[config.mk]
export PLATFORM = sky130hd
export DESIGN_NAME = load_store_unit
export DESIGN_NICKNAME = d
export VERILOG_FILES = /design/src/rtl/load_store_unit.sv
export SDC_FILE = /design/constraint.sdc
export NUM_CORES = 1
export LEC_CHECK = 0
export BUFFER_PORTS_ARGS = -buffer_cell sky130_fd_sc_hd__buf_2
export CORE_MARGIN = 4
export CORE_UTILIZATION = 25
export DETAILED_ROUTE_END_ITERATION = 6
export PLACE_DENSITY_LB_ADDON = 0.25
export SETUP_SLACK_MARGIN = 0.05
export SLEW_MARGIN = 20
export SYNTH_ARGS = -nofsm -noshare
export SYNTH_HDL_FRONTEND = slang
export SYNTH_SLANG_ARGS = --single-unit
[constraint.sdc]
create_clock -name clk -period 2.6 [get_ports clk]
set_input_delay 0.39 -clock clk [delete_from_list [all_inputs] [get_ports clk]]
set_output_delay 0.39 -clock clk [all_outputs]
set_load 0.03 [all_outputs]
[src/rtl/load_store_unit.sv]
// load_store_unit: RV32I load/store sequencer with read-modify-write for SB/SH.
// Ports: req_* request handshake in, resp_* response handshake out,
//        mem_* single-strobe word memory port (posted writes, valid-qualified reads).
module load_store_unit #(
    parameter int TIMEOUT = 255
) (
    input  logic        clk,
    input  logic        rst,
    input  logic        req_valid,
    output logic        req_ready,
    input  logic        req_is_store,
    input  logic [2:0]  req_funct3,
    input  logic [31:0] req_addr,
    input  logic [31:0] req_wdata,
    output logic        resp_valid,
    input  logic        resp_ready,
    output logic [31:0] resp_rdata,
    output logic        resp_err,
    output logic        mem_enable,
    output logic [31:0] mem_addr,
    output logic        mem_write_enable,
    output logic [31:0] mem_data_in,
    input  logic        mem_data_out_v,
    input  logic [31:0] mem_data_out
);

    typedef enum logic [2:0] {
        IDLE,
        ISSUE_RD,
        WAIT,
        ISSUE_WR,
        RESP
    } state_t;

    // WAIT gives up at the end of its TIMEOUT-th cycle.
    localparam logic [7:0] LP_CNT_LAST = 8'(TIMEOUT - 1);

    state_t      r_state;
    state_t      w_next;
    logic [31:0] r_addr;
    logic [31:0] r_wdata;
    logic [31:0] r_rdata;
    logic [2:0]  r_funct3;
    logic        r_store;
    logic        r_err;
    logic [7:0]  r_cnt;

    logic        w_accept;
    logic        w_legal;
    logic        w_misal;
    logic        w_bad;
    logic        w_timeout;
    logic [31:0] w_shifted;
    logic [31:0] w_load;
    logic [31:0] w_merge;

    assign req_ready  = !rst && (r_state == IDLE);
    assign w_accept   = req_valid && req_ready;
    assign w_timeout  = (r_cnt == LP_CNT_LAST);

    always_comb begin
        w_legal = 1'b0;
        unique case (req_funct3)
            3'b000, 3'b001, 3'b010: w_legal = 1'b1;
            3'b100, 3'b101:         w_legal = !req_is_store;
            default:                w_legal = 1'b0;
        endcase
    end

    assign w_misal = ((req_funct3[1:0] == 2'b01) && req_addr[0]) ||
                     ((req_funct3[1:0] == 2'b10) && (req_addr[1:0] != 2'b00));
    assign w_bad   = !w_legal || w_misal;

    // Little-endian lane select: shift the addressed lane down to bit 0.
    assign w_shifted = mem_data_out >> {r_addr[1:0], 3'b000};

    always_comb begin
        w_load = 32'h0;
        unique case (r_funct3)
            3'b000:  w_load = {{24{w_shifted[7]}}, w_shifted[7:0]};
            3'b001:  w_load = {{16{w_shifted[15]}}, w_shifted[15:0]};
            3'b010:  w_load = mem_data_out;
            3'b100:  w_load = {24'h0, w_shifted[7:0]};
            3'b101:  w_load = {16'h0, w_shifted[15:0]};
            default: w_load = 32'h0;
        endcase
    end

    always_comb begin
        w_merge = mem_data_out;
        if (r_funct3[1:0] == 2'b00) begin
            w_merge[{r_addr[1:0], 3'b000} +: 8] = r_wdata[7:0];
        end else begin
            w_merge[{r_addr[1], 4'b0000} +: 16] = r_wdata[15:0];
        end
    end

    always_comb begin
        w_next = r_state;
        unique case (r_state)
            IDLE: begin
                if (w_accept) begin
                    if (w_bad) begin
                        w_next = RESP;
                    end else if (req_is_store && (req_funct3 == 3'b010)) begin
                        w_next = ISSUE_WR;
                    end else begin
                        w_next = ISSUE_RD;
                    end
                end
            end
            ISSUE_RD: w_next = WAIT;
            WAIT: begin
                if (mem_data_out_v) begin
                    w_next = r_store ? ISSUE_WR : RESP;
                end else if (w_timeout) begin
                    w_next = RESP;
                end
            end
            ISSUE_WR: w_next = RESP;
            RESP: begin
                if (resp_ready) begin
                    w_next = IDLE;
                end
            end
            default: w_next = IDLE;
        endcase
    end

    always_ff @(posedge clk) begin
        if (rst) begin
            r_state  <= IDLE;
            r_addr   <= 32'h0;
            r_wdata  <= 32'h0;
            r_rdata  <= 32'h0;
            r_funct3 <= 3'b000;
            r_store  <= 1'b0;
            r_err    <= 1'b0;
            r_cnt    <= 8'h0;
        end else begin
            r_state <= w_next;
            unique case (r_state)
                IDLE: begin
                    if (w_accept) begin
                        r_addr   <= req_addr;
                        r_wdata  <= req_wdata;
                        r_funct3 <= req_funct3;
                        r_store  <= req_is_store;
                        r_rdata  <= 32'h0;
                        r_err    <= w_bad;
                    end
                end
                ISSUE_RD: r_cnt <= 8'h0;
                WAIT: begin
                    // Data arriving on the last WAIT cycle beats the timeout.
                    if (mem_data_out_v) begin
                        if (r_store) begin
                            r_wdata <= w_merge;
                        end else begin
                            r_rdata <= w_load;
                        end
                    end else begin
                        r_cnt <= r_cnt + 8'h1;
                        if (w_timeout) begin
                            r_err <= 1'b1;
                        end
                    end
                end
                default: ;
            endcase
        end
    end

    assign resp_valid       = !rst && (r_state == RESP);
    assign resp_rdata       = resp_valid ? r_rdata : 32'h0;
    assign resp_err         = resp_valid && r_err;
    assign mem_enable       = !rst && ((r_state == ISSUE_RD) || (r_state == ISSUE_WR));
    assign mem_write_enable = !rst && (r_state == ISSUE_WR);
    assign mem_addr         = mem_enable ? {r_addr[31:2], 2'b00} : 32'h0;
    assign mem_data_in      = mem_write_enable ? r_wdata : 32'h0;

endmodule

==> results.toml <==
[power_and_ir_drop]
p_total_mw = 4.12
p_per_area_nw_per_um2 = 518
leakage_nw = 3.29
vdd_ir_drop_max_mv = 0.297

[setup_path]
criticalPathCategory = "flop to output pin"
endpoint_kind = "output pin"
critPathLaunch = "r_state[2]$_SDFFE_PP0P_"
required_ps = 2210
arrival_ps = 1970
start_kind = "flop"
critPathMaxFanout = 35
r2r_start = "r_addr[0]$_SDFFE_PP0P_"

[sta]
fin_skew_ps = 15.7
fin_crit_ps = 2360
post-route-period-util = 0.906
setup_viol_count_final = 0
slew_headroom = 0.526
hold_violations = 0
fmax_mhz = 424
fin_tns_setup_ps = 0
slew_violations = 0
rsz0062_at_grt = "false"
fin_ws_ps = 243
worst_slew_pin_slew_ps = 711

[route]
drt_iter0_drc = 514
routed_wl_um = 24300
routedWlPerCell_um = 18.8
antenna_left = 0
via_per_inst = 5.06
routed-via-count = 6524
first_pass_iters = 5
route.detailed.drc = 0

[global_route]
grt_max_degree = 74
grt_overflow_total = 0
antenna_found_initial = 7
grt_use_total = 0.166
first_global_vias = 6356
grt_pass1_wl_um = 37400

[final_layout]
finalNetCount = 1073
final_core_util = 0.323
fillers = 2712
diodes = 0
drive_above_1_share = 0.280
syn_to_final_growth_pct = 25.6
stdcell_area_um2 = 7950

[floorplanning]
die_h_um = 167
die-area_um2 = 28000
ios = 206
core_area_um2 = 24600
initial_utilization = 0.257
die_x_um = 167
row_count = 57

[clock_network]
cts_resized = 0
cts_tree = "built"
cts_sinks = 112
path_clk_slew_ps = 80
htree_levels = 3
cts_hold_buffers = 0
post_cts_buffers = 0
clock-root-buffer = "clkbuf_16"
cts_buffers = 9
clockBufferDepth = 2
clk_latency_ps = 360

[yosys]
netlist_area_um2 = 6330
synth-main-ff-cell = "dfxtp_1"
synth.distinct_cells = 65
synth-edff-count = 0
async_flop_share = 0
ys_warn_count = 0
synth_cells = 791
synth_seq_cells = 112
synth_seq_area_share = 0.354
avgSynthCellArea_um2 = 8.01

[placed_design]
portBuffers = 203
place_ws_ps = 381
placed_area_um2 = 7660
dpl.hpwl_um = 18200
gp_congestion = 0.836

[run_status]
status = "finished, final reports clean"

[min_path]
hp-class = "input pin to flop"
min_from = "req_addr[9]"

[flow_run]
maxCapViolCount = 0
## layout by cell type, fill, tap and decap left out, types with 3 or more instances in the layout
master,Yosys,layout
inv_1,16,16
nor3_1,7,6
and2_1,37,36
nand2_1,106,106
mux2i_1,21,21
nor4_1,3,3
or4_1,4,4
buf_2,19,203
a21o_1,10,10
buf_4,4,26
o32ai_1,9,9
a311oi_1,8,8
a22oi_1,31,31
or4b_2,6,6
dfxtp_1,112,112
a221oi_1,37,37
ha_1,7,7
nand2b_1,37,37
and3_1,32,32
a211oi_1,15,15
o2bb2ai_1,8,8
nor2_1,66,66
o21ai_0,40,40
nand3_1,10,10
o31ai_1,23,23
a21oi_1,33,33
clkbuf_16,0,9
## final cells by class
| cell class | instances | area, um2 | share of cell area |
|---|---|---|---|
| multi-input combinational | 591 | 3720 | 0.468 |
| sequential | 112 | 2240 | 0.282 |
| timing repair buffer | 230 | 1230 | 0.155 |
| tap | 324 | 405 | 0.0510 |
| clock buffer | 10 | 239 | 0.0300 |
| inverter | 17 | 63.8 | 0.00802 |
| clock inverter | 6 | 52.6 | 0.00661 |
## cell families (layout without fill, tap and decap cells)
kind of cell	count (synthesis)	in the layout	share of synthesized area
other	1	2	0.000592
buffers and inverters	89	263	0.0624
AO/OA/AOI/OAI	232	232	0.264
adder cells (fa/ha/maj)	7	7	0.0138
XOR/XNOR	2	2	0.00277
AND/OR/NAND/NOR	325	325	0.264
multiplexers	23	23	0.0385
flip-flops	112	112	0.354
## worst max-delay path, cell delays in order, from the launching register on
cell and delay [ps]:
dfxtp_1 620, nor4b_2 270, buf_4 320, and2_1 180
buf_2 210
## where the power goes
part	total (mW)	switching (mW)	internal (mW)
Sequential	1.89	0.0799	1.81
Combinational	0.822	0.522	0.300
Clock	1.40	0.706	0.694
## flip-flops by register name (all words and copies together), names as in the netlist
register / flops
r_err: 1
r_wdata: 32
r_rdata: 32
r_funct3: 3
r_addr: 32
r_store: 1
r_state: 3
r_cnt: 8
## metrics by stage
step / hold slack [ps] / instances
after detailed placement: 434 / 1274
after global routing: 214 / 1290
after CTS: 203 / 1290
after floorplan: 417 / 792
after global placement: 429 / 1274
final: 218 / 1290
## metal layers
metal  vias to the layer above  track usage  routed length, um
met4                        14       0.0314                269
met5                         -            0                 88
met3                        26       0.0563               2230
met2                       266        0.258              10800
met1                      3022        0.227              10800
li1                       3196            -                  -
## synth_stat cells (all sizes together) (2+ instances only)
cell type	count	area, um2
clkbuf	41	154
nand3	10	50.1
a22oi	32	245
a21o	11	90.1
nand2b	37	231
inv	16	60.1
nor3b	3	38.8
buf	31	178
and3	32	200
o32ai	9	78.8
nor2	67	254
mux2i	21	210
o21bai	2	15.0
a211oi	16	133
o2bb2ai	8	70.1
nor2b	2	12.5
and2	37	231
xnor2	2	17.5
dfxtp	112	2240
o21ai	41	205
a221oi	37	324
or3b	2	22.5
ha	7	87.6
o31ai	23	173
nor4	4	40.0
nand2	106	398
or4	4	30.0
a311oi	8	70.1
nor3	7	35.0
a21oi	33	165
or4b	7	73.8
o21a	2	15.0
## worst paths after layout
check                                  end  slack (ps)  cells after the start
setup / recovery             resp_rdata[1]         240                      4
hold / removal      r_addr[9]$_SDFFE_PP0P_         220                      3
setup reg to reg  r_wdata[15]$_SDFFE_PP0P_         340                      6
hold reg to reg   r_wdata[16]$_SDFFE_PP0P_         450                      2
Note: power is estimated with default switching activity, not from simulation.
